<file path="src/rtl/seg7_pkg.sv">
// Shared segment-pattern constants and types for the seven-segment bus reader.
package seg7_pkg;

  typedef logic [7:0] seg7_t;
  typedef logic [3:0] digit_t;

  localparam int SEG_BIT_A  = 0;
  localparam int SEG_BIT_B  = 1;
  localparam int SEG_BIT_C  = 2;
  localparam int SEG_BIT_D  = 3;
  localparam int SEG_BIT_E  = 4;
  localparam int SEG_BIT_F  = 5;
  localparam int SEG_BIT_G  = 6;
  localparam int SEG_BIT_DP = 7;

  localparam seg7_t SEG_0     = 8'h3F;
  localparam seg7_t SEG_1     = 8'h06;
  localparam seg7_t SEG_2     = 8'h5B;
  localparam seg7_t SEG_3     = 8'h4F;
  localparam seg7_t SEG_4     = 8'h66;
  localparam seg7_t SEG_5     = 8'h6D;
  localparam seg7_t SEG_6     = 8'h7D;
  localparam seg7_t SEG_7     = 8'h07;
  localparam seg7_t SEG_8     = 8'h7F;
  localparam seg7_t SEG_9     = 8'h6F;
  localparam seg7_t SEG_A     = 8'h77;
  localparam seg7_t SEG_B     = 8'h7C;
  localparam seg7_t SEG_C     = 8'h39;
  localparam seg7_t SEG_D     = 8'h5E;
  localparam seg7_t SEG_E     = 8'h79;
  localparam seg7_t SEG_F     = 8'h71;
  localparam seg7_t SEG_BLANK = 8'h00;

endpackage

</file>
<file path="src/rtl/seg7_pattern_decoder.sv">
// Segment pattern (a..g, dp excluded) back to a digit value plus an error flag.
// Hex letters A..F are recognised only when SEG7_HEX_DECODE_EN is defined.
module seg7_pattern_decoder
  import seg7_pkg::*;
(
  input  logic [6:0] seg_in,
  output digit_t     value,
  output logic       err
);

  always_comb begin
    value = 4'h0;
    err   = 1'b0;
    case ({1'b0, seg_in})
      SEG_0: value = 4'h0;
      SEG_1: value = 4'h1;
      SEG_2: value = 4'h2;
      SEG_3: value = 4'h3;
      SEG_4: value = 4'h4;
      SEG_5: value = 4'h5;
      SEG_6: value = 4'h6;
      SEG_7: value = 4'h7;
      SEG_8: value = 4'h8;
      SEG_9: value = 4'h9;
`ifdef SEG7_HEX_DECODE_EN
      SEG_A: value = 4'hA;
      SEG_B: value = 4'hB;
      SEG_C: value = 4'hC;
      SEG_D: value = 4'hD;
      SEG_E: value = 4'hE;
      SEG_F: value = 4'hF;
`endif
      default: err = 1'b1;
    endcase
  end

endmodule

</file>
<file path="src/rtl/seg7_frame_reader.sv">
// Recovers digit frames from a multiplexed seven-segment bus with valid/ready output.
// Optional SEG7_HEX_DECODE_EN (in seg7_pattern_decoder) adds A..F recognition.
module seg7_frame_reader
  import seg7_pkg::*;
#(
  parameter int NUM_DIGITS = 8,
  parameter int STABLE_CNT = 3
) (
  input  logic                    clk,
  input  logic                    rst_n,
  input  logic                    sample_en,
  input  logic [NUM_DIGITS-1:0]   digit_sel,
  input  logic [7:0]              seg_in,
  input  logic                    frame_ready,
  output logic                    frame_valid,
  output logic [4*NUM_DIGITS-1:0] digits_out,
  output logic [NUM_DIGITS-1:0]   digit_err,
  output logic                    overrun
);

  localparam logic [0:0] ST_COLLECT = 1'b0;
  localparam logic [0:0] ST_LOAD    = 1'b1;
  localparam logic [3:0] STABLE     = 4'(STABLE_CNT);

  logic [0:0]                        state_q, state_d;
  logic [NUM_DIGITS-1:0]             prev_sel_q, prev_sel_d;
  seg7_t                             prev_seg_q, prev_seg_d;
  logic [3:0]                        cnt_q, cnt_d;
  logic [NUM_DIGITS-1:0]             seen_q, seen_d;
  logic [NUM_DIGITS-1:0][3:0]        work_val_q, work_val_d;
  logic [NUM_DIGITS-1:0]             work_err_q, work_err_d;
  logic [NUM_DIGITS-1:0][3:0]        out_val_q, out_val_d;
  logic [NUM_DIGITS-1:0]             out_err_q, out_err_d;
  logic                              valid_q, valid_d;
  logic                              ovr_q, ovr_d;
  logic                              onehot, same, accept;
  digit_t                            dec_val;
  logic                              dec_err;

  // Decode what the previous-sample register will hold; on an accept that equals the current sample.
  seg7_pattern_decoder u_dec (
    .seg_in (prev_seg_d[6:0]),
    .value  (dec_val),
    .err    (dec_err)
  );

  always_comb begin
    onehot     = (digit_sel != '0) && ((digit_sel & (digit_sel - 1'b1)) == '0);
    same       = ({digit_sel, seg_in} == {prev_sel_q, prev_seg_q});
    prev_sel_d = prev_sel_q;
    prev_seg_d = prev_seg_q;
    cnt_d      = cnt_q;
    accept     = 1'b0;
    if (sample_en) begin
      if (!onehot) begin
        cnt_d = 4'd0;
      end else if (same) begin
        if (cnt_q < STABLE) cnt_d = cnt_q + 4'd1;
        accept = (cnt_q == STABLE - 4'd1);
      end else begin
        prev_sel_d = digit_sel;
        prev_seg_d = seg_in;
        cnt_d      = 4'd1;
        accept     = (STABLE == 4'd1);
      end
    end

    seen_d     = seen_q;
    work_val_d = work_val_q;
    work_err_d = work_err_q;
    out_val_d  = out_val_q;
    out_err_d  = out_err_q;
    valid_d    = valid_q;
    ovr_d      = ovr_q;
    if (state_q == ST_LOAD) begin
      seen_d = '0;
      if (!valid_q || frame_ready) begin
        out_val_d = work_val_q;
        out_err_d = work_err_q;
        valid_d   = 1'b1;
      end else begin
        ovr_d = 1'b1;
      end
    end else if (valid_q && frame_ready) begin
      valid_d = 1'b0;
    end

    // Accept lands after the frame clear so it starts the next frame.
    if (accept) begin
      for (int i = 0; i < NUM_DIGITS; i++) begin
        if (prev_sel_d[i]) begin
          work_val_d[i] = dec_val;
          work_err_d[i] = dec_err;
          seen_d[i]     = 1'b1;
        end
      end
    end

    state_d = (&seen_d) ? ST_LOAD : ST_COLLECT;
  end

  always_ff @(posedge clk) begin
    if (!rst_n) begin
      state_q    <= ST_COLLECT;
      prev_sel_q <= '0;
      prev_seg_q <= '0;
      cnt_q      <= '0;
      seen_q     <= '0;
      work_val_q <= '0;
      work_err_q <= '0;
      out_val_q  <= '0;
      out_err_q  <= '0;
      valid_q    <= 1'b0;
      ovr_q      <= 1'b0;
    end else begin
      state_q    <= state_d;
      prev_sel_q <= prev_sel_d;
      prev_seg_q <= prev_seg_d;
      cnt_q      <= cnt_d;
      seen_q     <= seen_d;
      work_val_q <= work_val_d;
      work_err_q <= work_err_d;
      out_val_q  <= out_val_d;
      out_err_q  <= out_err_d;
      valid_q    <= valid_d;
      ovr_q      <= ovr_d;
    end
  end

  assign frame_valid = valid_q;
  assign digits_out  = out_val_q;
  assign digit_err   = out_err_q;
  assign overrun     = ovr_q;

endmodule

</file>
<file path="config.mk">
export PLATFORM = sky130hd
export DESIGN_NAME = seg7_frame_reader
export DESIGN_NICKNAME = d
export VERILOG_FILES = /design/src/rtl/seg7_pkg.sv /design/src/rtl/seg7_pattern_decoder.sv /design/src/rtl/seg7_frame_reader.sv
export SDC_FILE = /design/constraint.sdc
export NUM_CORES = 1
export LEC_CHECK = 0
export CORE_MARGIN = 2
export CORE_UTILIZATION = 38
export CTS_CLUSTER_SIZE = 14
export DETAILED_ROUTE_END_ITERATION = 10
export PLACE_DENSITY = 0.66
export SLEW_MARGIN = 20
export SYNTH_ARGS = -nofsm -noshare
export SYNTH_HDL_FRONTEND = slang
export SYNTH_SLANG_ARGS = --single-unit
</file>
<file path="constraint.sdc">
create_clock -name clk -period 3.1 [get_ports clk]
set_input_delay 0.775 -clock clk [delete_from_list [all_inputs] [get_ports clk]]
set_output_delay 0.775 -clock clk [all_outputs]
set_load 0.01 [all_outputs]
</file>
==> flow_summary.ini <==
[placed_design]
detailedPlacementHpwl_um = 8050
place.port_buffers = 61
detailed_place.area_um2 = 5680
routabilityCongestion = 0.846
worst_case_setup_slack_after_placement_ns = -0.352
dpl.cell_count = 769

[min_path]
hold_path.class = flop to flop

[setup_path]
critical_setup_path_class = input port to flop
cp_data_arrival_time_ns = 3.22
timing.critical_path.from_type = input port
timing.critical_path.fanout_max = 8
worst_ep_required_time_ns = 3.37
worstSetupEndpointType = flop

[synthesis]
yosys_warnings = 0
ys_seq_elements = 111
synth_edf_count = 0
synth_sequential_area_ratio_pct = 47.0
mappedNetlistNets = 563
synth_compound_area_share_pct = 16.7
syn-mean-instance-area_um2 = 8.74
synth.area.mux_share_pct = 4.05
asyncSetResetFlopFracSynth_pct = 0
synth_top_family_by_area = simple AND/OR/NAND/NOR gates
ys_types = 49
post_synth_and_or_nand_nor_area_fraction_pct = 24.8
xor_xnor_portion_of_the_synthesized_cell_area_pct = 3.33
synth_ff_type = sky130_fd_sc_hd__dfxtp_1
synth-adder-area-share_pct = 0.529
synth.cell_area_um2 = 4730
synth_instances = 541

[layout]
fin_util_pct = 49.9
final_cell_area_um2 = 6020
fin_nets = 635
post_route_cells_drive_above_1_share_pct = 10.7
flow.area_growth_from_synthesis_pct = 27.2
fin_cells = 786
diodes = 0

[routing]
initialDrtViolationCount = 238
final_antenna_net_count = 0
routed_wl_um = 11000
drcViolationCount = 0
avgRoutedWirePerCell_um = 14.0
via_per_inst = 5.00
first_pass_iters = 4
num_vias = 3931

[global_route]
antenna_found_initial = 0
grt_first_pass_wirelength_um = 18000
grt_pass1_vias = 3726
globalRouteTotalUtil_pct = 17.2
grt_start_max_net_pins = 41
total_gr_overflow = 0

[sta]
timing.final.hold_violations = 0
timing_max_transition_violations_final = 0
setup-tns-final_ns = 0
tightestPinTransition_ns = 0.427
final.setup_skew_ns = 0.00871
maxClockFrequency_mhz = 339
postLayoutSetupSlackWorst_ns = 0.147
min_cycle_time_layout_ns = 2.95
relSlewSlack_pct = 71.6
report.final.setup_viol = 0
final_min_period_over_clock_period_pct = 95.3
hold_ws_ns = 0.463
setup_repair_after_global_routing_missed_its_margin = false

[cts]
cts_max_level = 3
numCtsBuffers = 9
cts-root-buf = sky130_fd_sc_hd__clkbuf_16
cts.sink_count = 111
clkTransAtPathRegs_ns = 0.07
cts_tree = done
worst_skew_pair.late_latency_ns = 0.35
clock_tree.buffer_depth = 2

[floorplan]
core_area_um2 = 12100
die-height_um = 116
floorplan.initialDensity_pct = 39.2
core.rowCount = 40
die_area_um2 = 13400
design.portCount = 62
dieWidth_um = 116

[power_and_ir_drop]
leakagePower_nw = 2.03
p_per_area_nw_per_um2 = 453
vdd_drop_max_mv = 0.246
design_power_total_mw = 2.72

[run]
max_cap_viol_count = 0

[status]
run_status = complete, no violations
[flip-flops by register name, summed over array words and instances (netlist names)]
register / count
cnt_q: 4
digit_err: 8
digits_out: 32
frame_valid: 1
overrun: 1
prev_seg_q: 8
prev_sel_q: 8
seen_q: 8
state_q: 1
work_err_q: 8
work_val_q: 32
[cell type report]
cell class                 count  area [µm²]
sequential                   111        2220
clock buffer                  12         267
timing repair buffer          99         891
fill                        1151        6050
tap                          168         210
multi-input combinational    388        2370
clock inverter                 4        36.3
inverter                       4        15.0
[layer usage]
metal	vias up	GRT usage [%]	share of wire [%]
li1	2013	-	-
met1	1830	22.4	48
met2	73	28.6	47
met3	15	2.30	3.7
met4	0	7.39	1.6
met5	-	0	0
[placed cells by master, fill, tap and decap left out, types with 5 or more instances in the layout]
| cell | synthesis | routed |
|---|---|---|
| sky130_fd_sc_hd__nor2b_1 | 30 | 30 |
| sky130_fd_sc_hd__clkbuf_16 | 0 | 9 |
| sky130_fd_sc_hd__nand3_1 | 35 | 35 |
| sky130_fd_sc_hd__nand2_1 | 104 | 103 |
| sky130_fd_sc_hd__a21boi_0 | 47 | 47 |
| sky130_fd_sc_hd__xnor2_1 | 17 | 17 |
| sky130_fd_sc_hd__nand2b_1 | 7 | 7 |
| sky130_fd_sc_hd__and2_1 | 6 | 6 |
| sky130_fd_sc_hd__nand4_1 | 8 | 8 |
| sky130_fd_sc_hd__nor2_1 | 11 | 10 |
| sky130_fd_sc_hd__mux2i_1 | 18 | 18 |
| sky130_fd_sc_hd__buf_4 | 1 | 38 |
| sky130_fd_sc_hd__and3_1 | 6 | 6 |
| sky130_fd_sc_hd__a21oi_1 | 10 | 10 |
| sky130_fd_sc_hd__nor4b_1 | 6 | 5 |
| sky130_fd_sc_hd__a22oi_1 | 10 | 10 |
| sky130_fd_sc_hd__clkdlybuf4s50_1 | 0 | 60 |
| sky130_fd_sc_hd__dfxtp_1 | 111 | 111 |
| sky130_fd_sc_hd__o21ai_0 | 33 | 31 |
[where the power goes]
group          switching (mW)  total (mW)  internal (mW)
combinational          0.0668       0.135         0.0678
clock                   0.535        1.16          0.622
sequential            0.00482        1.43           1.43
total                   0.607        2.72           2.12
[cell usage after synthesis (all sizes together), types with 8 or more instances]
library cell	count	share of area [%]
o21ai	33	3.5
nand3	35	3.7
xnor2	17	3.1
clkbuf	34	2.8
dfxtp	111	47
a22oi	10	1.6
nand2	104	8.3
a21boi	47	7.5
mux2i	18	3.8
a21oi	10	1.1
nor2b	30	4.0
nor2	11	0.87
nand4	8	1.1
[path summary, 6_finish.rpt]
check / start / end / slack [ns] / depth (start not counted)
worst min register to register: digits_out[21]$_SDFFE_PN0P_ / digits_out[21]$_SDFFE_PN0P_ / 0.46 / 2
worst max-delay path: digit_sel[3] / work_val_q[16]$_SDFFE_PN0P_ / 0.15 / 8
worst min-delay path: digits_out[21]$_SDFFE_PN0P_ / digits_out[21]$_SDFFE_PN0P_ / 0.46 / 2
worst max register to register: prev_seg_q[6]$_SDFF_PN0_ / state_q$_SDFF_PN0_ / 0.69 / 7
[repair_timing]
action / CTS / global route
gates resized for setup: 0 / 6
endpoints found under the hold margin: 0 / 0
hold buffers: 0 / 0
endpoints found under the setup margin: 0 / 24
setup buffers: 0 / 1
[worst max-delay path: stages]
cell	delay, ns
sky130_fd_sc_hd__clkdlybuf4s50_1	0.54
sky130_fd_sc_hd__nor4_2	0.38
sky130_fd_sc_hd__o21ai_1	0.17
sky130_fd_sc_hd__and2_1	0.23
sky130_fd_sc_hd__a211oi_4	0.34
sky130_fd_sc_hd__buf_4	0.20
sky130_fd_sc_hd__mux2_2	0.42
sky130_fd_sc_hd__o21ai_0	0.18
[kinds of logic (layout without fill, tap and decap cells)]
logic type	Yosys count	in the layout
adders and majority gates	2	2
buffers and inverters	42	119
xor gates and xnor gates	18	18
muxes	19	19
AOI/OAI and AO/OA	118	118
and+or+nand+nor	231	231
DFF	111	111
(Power assumes the default switching activity.)
